### src/rtl/imem_loader.sv
// Instruction memory with a streaming loader (IDLE/LOAD/RUN) and a one-cycle registered fetch port.
// Define IMEM_PARITY_EN to store an even-parity bit per word and report mismatches on parity_err.
module imem_loader #(
    parameter int          DEPTH     = 64,
    parameter logic [31:0] NOP_INSTR = 32'h00000013
) (
    input  logic        clock,
    input  logic        reset_n,
    input  logic        ld_start,
    input  logic        ld_valid,
    input  logic        ld_last,
    input  logic [31:0] ld_data,
    output logic        ld_ready,
    output logic        ld_done,
    input  logic        fetch_en,
    input  logic [31:0] pc,
    output logic [31:0] instr,
    output logic        instr_valid,
    output logic        fault,
    output logic        parity_err,
    output logic        busy
);

    localparam int AW = $clog2(DEPTH);

    localparam logic [1:0] ST_IDLE = 2'd0;
    localparam logic [1:0] ST_LOAD = 2'd1;
    localparam logic [1:0] ST_RUN  = 2'd2;

    logic [1:0]    r_state;
    logic [AW-1:0] r_ptr;
    logic          r_ld_done;
    logic [31:0]   r_mem [DEPTH];
    logic [31:0]   r_instr;
    logic          r_instr_valid;
    logic          r_fault;

    logic          w_beat;
    logic          w_ptr_top;
    logic          w_end;
    logic          w_fetch;
    logic          w_fault;
    logic [AW-1:0] w_idx;
    logic [31:0]   w_rdata;

    assign w_beat    = (r_state == ST_LOAD) && ld_valid;
    assign w_ptr_top = (r_ptr == AW'(DEPTH - 1));
    assign w_end     = w_beat && (ld_last || w_ptr_top);

    assign w_fetch = (r_state == ST_RUN) && fetch_en;
    assign w_fault = (pc[1:0] != 2'b00) || (pc[31:2] >= 30'(DEPTH));
    assign w_idx   = pc[AW+1:2];
    assign w_rdata = r_mem[w_idx];

    assign ld_ready    = (r_state == ST_LOAD);
    assign busy        = (r_state == ST_LOAD);
    assign ld_done     = r_ld_done;
    assign instr       = r_instr;
    assign instr_valid = r_instr_valid;
    assign fault       = r_fault;

    always_ff @(posedge clock or negedge reset_n) begin
        if (!reset_n) begin
            r_state   <= ST_IDLE;
            r_ptr     <= '0;
            r_ld_done <= 1'b0;
        end else begin
            r_ld_done <= w_end;
            case (r_state)
                ST_IDLE, ST_RUN: begin
                    if (ld_start) begin
                        r_state <= ST_LOAD;
                        r_ptr   <= '0;
                    end
                end
                ST_LOAD: begin
                    if (w_end) begin
                        r_state <= ST_RUN;
                    end
                    // Saturate at the last word so the pointer can never wrap back to 0.
                    if (w_beat && !w_ptr_top) begin
                        r_ptr <= r_ptr + 1'b1;
                    end
                end
                default: r_state <= ST_IDLE;
            endcase
        end
    end

    // Storage is deliberately outside reset: contents survive reset and new sessions.
    always_ff @(posedge clock) begin
        if (w_beat) begin
            r_mem[r_ptr] <= ld_data;
        end
    end

    always_ff @(posedge clock or negedge reset_n) begin
        if (!reset_n) begin
            r_instr       <= NOP_INSTR;
            r_instr_valid <= 1'b0;
            r_fault       <= 1'b0;
        end else begin
            r_instr_valid <= w_fetch;
            r_fault       <= w_fetch && w_fault;
            if (w_fetch) begin
                r_instr <= w_fault ? NOP_INSTR : w_rdata;
            end
        end
    end

`ifdef IMEM_PARITY_EN
    logic r_par [DEPTH];
    logic r_parity_err;

    always_ff @(posedge clock) begin
        if (w_beat) begin
            r_par[r_ptr] <= ^ld_data;
        end
    end

    always_ff @(posedge clock or negedge reset_n) begin
        if (!reset_n) begin
            r_parity_err <= 1'b0;
        end else begin
            r_parity_err <= w_fetch && !w_fault && (r_par[w_idx] != ^w_rdata);
        end
    end

    assign parity_err = r_parity_err;
`else
    assign parity_err = 1'b0;
`endif

endmodule

### config.mk
export PLATFORM = sky130hd
export DESIGN_NAME = imem_loader
export DESIGN_NICKNAME = d
export VERILOG_FILES = /design/src/rtl/imem_loader.sv
export SDC_FILE = /design/constraint.sdc
export NUM_CORES = 2
export LEC_CHECK = 0
export ABC_AREA = 1
export CAP_MARGIN = 10
export CORE_ASPECT_RATIO = 1.4
export CORE_MARGIN = 4
export CORE_UTILIZATION = 33
export DETAILED_ROUTE_END_ITERATION = 8
export SLEW_MARGIN = 20
export SYNTH_ARGS = -nofsm -noshare
export SYNTH_HDL_FRONTEND = slang
export SYNTH_SLANG_ARGS = --single-unit
### constraint.sdc
create_clock -name clock -period 3.9 [get_ports clock]
set_input_delay 0.78 -clock clock [delete_from_list [all_inputs] [get_ports clock]]
set_output_delay 0.78 -clock clock [all_outputs]
set_load 0.01 [all_outputs]
---- Yosys cells after proc, flatten, opt, wreduce, memory -nomap -nowiden ----
Memory sizes are Yosys's and may differ from the RTL's.
Index checks and enable logic that the tools add are counted.
Widths: inputs -> output; s select.
cells by class
  mux-type cells .......................... 9
  equal/unequal tests ..................... 6
  reduce and logical (&&, ||, !) cells .... 14
  $add $sub $neg .......................... 1
  order comparisons ....................... 1
operator list
  cell                 number
  $mux 32              1
  $ge 30x7->1 const B  1
  $mux 6               2
  $pmux 6 s2           1
  $add 6x1->6 const B  1
  $eq 6x6->1 const B   1
  $logic_and 1x1->1    5
  $mux 2               2
  $ne 2x1->1 const B   2
  $pmux 2 s2           1
  $reduce_bool 2->1    2
  $reduce_and 3->1     1
  $eq 2x1->1 const B   1
  $eq 2x2->1 const B   1
  $logic_not 2->1      1
  $logic_or 1x1->1     2
  $mux 1               2
  $ne 2x2->1 const B   1
  $reduce_and 2->1     1
  $reduce_or 2->1      1
  $logic_not 1->1      1
storage, ports and cells
  bits in registers ....................... 43
  output and inout bits ................... 38
  word-level logic and storage cells ...... 38
  input bits .............................. 70
  RAM bits ................................ 2,048
  memories kept ........................... 1
memory list
  name   depth  width  read ports  clocked after memory_dff  wr ports  line  text
  r_mem  64     32     1           0                         1         33    logic [31:0] r_mem [DEPTH];

---- Longest topological paths before layout ----
  depth in word-level cells ............... 5
  mapped depth ............................ 13
  mapped depth without buffers ............ 11

---- Worst setup path after synthesis ----
No wires, ideal clock.
  path kind ............................... input-to-reg
  start ................................... input ld_valid
  end ..................................... memory r_mem[11][0] (enable)
  data required time ...................... 3,479 ps
  slack ................................... 850 ps
  arrival ................................. 2,629 ps
  buffers on the path ..................... 0
  setup time .............................. 421 ps
  stages on the path ...................... 4
  cell sequence ........................... nand2_1 -> clkinv_1 -> nand4_1 -> nor2_1
between the ends
  longest elaborated chain between the ends .. 3
ends and longest elaborated chain
  item                          line  text
  from (decl)                   10    input logic ld_valid,
  $logic_and 1x1->1             46    assign w_beat = (r_state == ST_LOAD) && ld_valid;
  $mux 1                        92    if (w_beat) begin
  $mux 1 (implied by the code)  93    r_mem[r_ptr] <= ld_data;
  to (decl)                     33
No other way between the ends.

---- Worst setup path after layout ----
  start ................................... register r_state[0]
  end ..................................... output ld_ready
between the ends
  longest elaborated chain between the ends .. 1
ends and longest elaborated chain
  item                    line  text
  from (decl)             30    logic [1:0] r_state;
  from (signal assigned)  64    r_state <= ST_IDLE;
  from (signal assigned)  72    r_state <= ST_LOAD;
  from (signal assigned)  78    r_state <= ST_RUN;
  $eq 2x1->1              55    assign ld_ready = (r_state == ST_LOAD);
  to (decl)               13    output logic ld_ready,
No other way between the ends.

==> results.cfg <==
[placement]
place_area_um2 = 89840
io_buffers = 106
place.gp.congestion = 0.8252
dp_cells = 10080
hpwl_mm = 136.0

[grt]
met1_usage_pct = 22.34
grtUsageTotal_pct = 17.56
grt_use_met2_pct = 30.35
grt-ovfl-total = 0
grt_pass1_vias = 53105
grtUsageMet3_pct = 2.294
grt_pass1_wl_mm = 348.4
grt-busiest-layer = met2
antenna_found_initial = 19
grt_max_degree = 168

[logic_synthesis]
synth_top_flop_cell = edfxtp_1
ys.warnings.count = 0
synth_cell_types = 26
synth_seq_cells = 2091
yosysSeqAreaShare_pct = 74.71
synth_edf_count = 2048
async_reset_ff_share_pct = 2.056
postSynthCellCount = 6896
syn_avg_cell_area_um2 = 12.15
syn-num-nets = 6967
syn_area_um2 = 83760

[layout]
finalInstanceArea_um2 = 95880
final_common_cell = edfxtp_1
fin_nets = 7046
layout_common_cells = edfxtp_1 (2048), nand2_1 (2047), nand3_1 (1894), clkbuf_16 (196), buf_4 (160)
drive_gt1_share_pct = 8.646
synthToLayoutAreaGrowth_pct = 14.47
instances_no_fill = 10434
final_util_pct = 38.00

[outcome]
outcome = complete, no violations

[min_path]
min_from = ld_data[20]
hold_class = in -> reg
hold_depth = 1
hold_path_end = r_mem[16][20]

[cts]
cts_setup_buffers = 0
cts_resized = 0
clkTransAtPathRegs_ps = 60
cts-htree-levels = 4
clock_path_buffers = 4
cts_tree = done
cts-root-buf = clkbuf_16
clk_latency_ps = 840
cts_buffers = 191
cts_sinks = 2091

[pwr]
ir_drop_uv = 401.7
cellPowerDensity_nw_per_um2 = 484.9
p_leak_nw = 33.16

[sta]
final_hold_viol_count = 0
period_share_pct = 78.36
worst_pin_slew_ps = 1173
fin_setup_tns_ps = 0
max_freq_mhz = 327.2
rsz0062_at_grt = false
fin_hold_ws_ps = 376.9
finalSetupViolations = 0
slew_headroom_pct = 21.80
fin_crit_ps = 3056
skew_ps = 56.83
maxSlewViolCount = 0

[critical_path]
cp_max_fo = 5
reg2reg_from = r_state[0]
end_kind = output port
slowest_delay_ps = 640
r2r_slack_ps = 1160
critPathArrivalTime_ps = 2280
path_buf_inv = 2
crit_path_cell_trace = inv_1 > nor2_1 > clkdlybuf4s50_1
reg2regPathDepth = 7
critical_path_class = reg -> out
critPathTopFamily = buffers and inverters
reg2reg_to = r_mem[15][26]
critPathSlowestCell = clkdlybuf4s50_1
crit_required_ps = 3120
crit_path_start_kind = register

[route]
first_iter_violations = 5764
drc = 0
viasPerCell = 5.243
post_drt_wl_per_cell_um = 22.70
wl_mm = 236.9
first_pass_iters = 7
vias = 54705
drtAntennaViolNets = 0

[flow_run]
maxCapViolations = 0

[floorplanning]
chipHeight_um = 604.1
core_area_um2 = 252300
ios = 108
die_x_um = 433.8
fp.dieArea_um2 = 262100
rows = 218
initial_utilization_pct = 33.20
worst max path at each step:
stage	startpoint	to	slack, ps	cells past startpoint
final	r_state[0]	ld_ready	840	3
after global routing	r_state[0]	ld_ready	730	3
after CTS	r_state[0]	ld_ready	770	3
after detailed placement	ld_valid	r_mem[15][22]	740	6
after global placement	ld_valid	r_mem[15][31]	740	6
after floorplan	ld_valid	r_mem[11][0]	850	4
repair_timing:
item / 4_1_cts / 5_1_grt
setup endpoints to repair: 0 / 0
hold buffers: 1 / 0
hold endpoints to repair: 11 / 0
worst register-to-register path, delay by kind of cell (launching register included):
| family | cells | cell delay (ps) |
|---|---|---|
| buffers and inverters | 3 | 800 |
| flip-flops | 1 | 370 |
| AND/OR/NAND/NOR | 4 | 1190 |
Yosys cell counts, types with 2 or more instances:
| master | instances | area share [%] |
|---|---|---|
| buf_1 | 49 | 0.22 |
| o211ai_1 | 4 | 0.036 |
| nand4_1 | 7 | 0.052 |
| nand3_1 | 1895 | 11 |
| buf_6 | 3 | 0.040 |
| edfxtp_1 | 2048 | 73 |
| a21oi_1 | 34 | 0.20 |
| clkbuf_1 | 94 | 0.42 |
| inv_1 | 96 | 0.43 |
| dfrtp_1 | 40 | 1.2 |
| inv_2 | 2 | 0.0090 |
| nand2_1 | 2047 | 9.2 |
| nor3_1 | 2 | 0.012 |
| nor2_1 | 143 | 0.64 |
| buf_4 | 46 | 0.41 |
| nor4_1 | 2 | 0.015 |
| buf_2 | 261 | 1.6 |
| or2_2 | 5 | 0.037 |
| dfstp_2 | 3 | 0.094 |
| o21ai_0 | 109 | 0.65 |
layout make-up:
class | count | area (um2)
Multi-Input combinational cell | 4253 | 19080
Sequential cell | 2091 | 62580
Fill cell | 23706 | 156400
Clock buffer | 251 | 5181
Timing Repair Buffer | 339 | 3712
Tap cell | 3300 | 4129
Antenna cell | 9 | 22.52
Clock inverter | 92 | 780.7
Inverter | 99 | 400.4
state kept, by name, summed over array words and instances, names as in the netlist:
signal / cells
ld_done: 1
instr_valid: 1
r_state: 2
instr: 32
r_ptr: 6
fault: 1
r_mem: 2048
stage by stage:
step | setup WS, ps | power (mW)
after floorplan | 849.8 | 27.19
after global placement | 740.1 | 28.68
after detailed placement | 736.8 | 28.74
after CTS | 772.8 | 46.79
after global routing | 728.7 | 47.94
final | 844.0 | 46.49
metal layers:
layer  routed length, um  up-vias  part of all wire (%)
met3               16520      499                   7.0
met1               92520    27241                    39
met5                  47        -                 0.020
li1                    -    24681                     -
met2              118400     2278                    50
met4                9387        6                   4.0
logic make-up (layout without fill, tap and decap cells):
group                      Yosys count  after routing  share of synthesized area [%]
buffers and inverters              552            781                          3.097
AOI/OAI and AO/OA                  147            147                         0.8903
adders and majority gates            1              1                        0.01494
DFF                               2091           2091                          74.71
other                                1             10                       0.004477
and+or+nand+nor                   4104           4104                          21.28
power by group:
group / internal (mW) / switching (mW) / total, mW
clock network: 10.1 / 8.13 / 18.2
registers: 25.0 / 0.120 / 25.1
logic: 0.855 / 2.34 / 3.19
total: 35.9 / 10.6 / 46.5
Note: power is estimated with default switching activity, not from simulation.
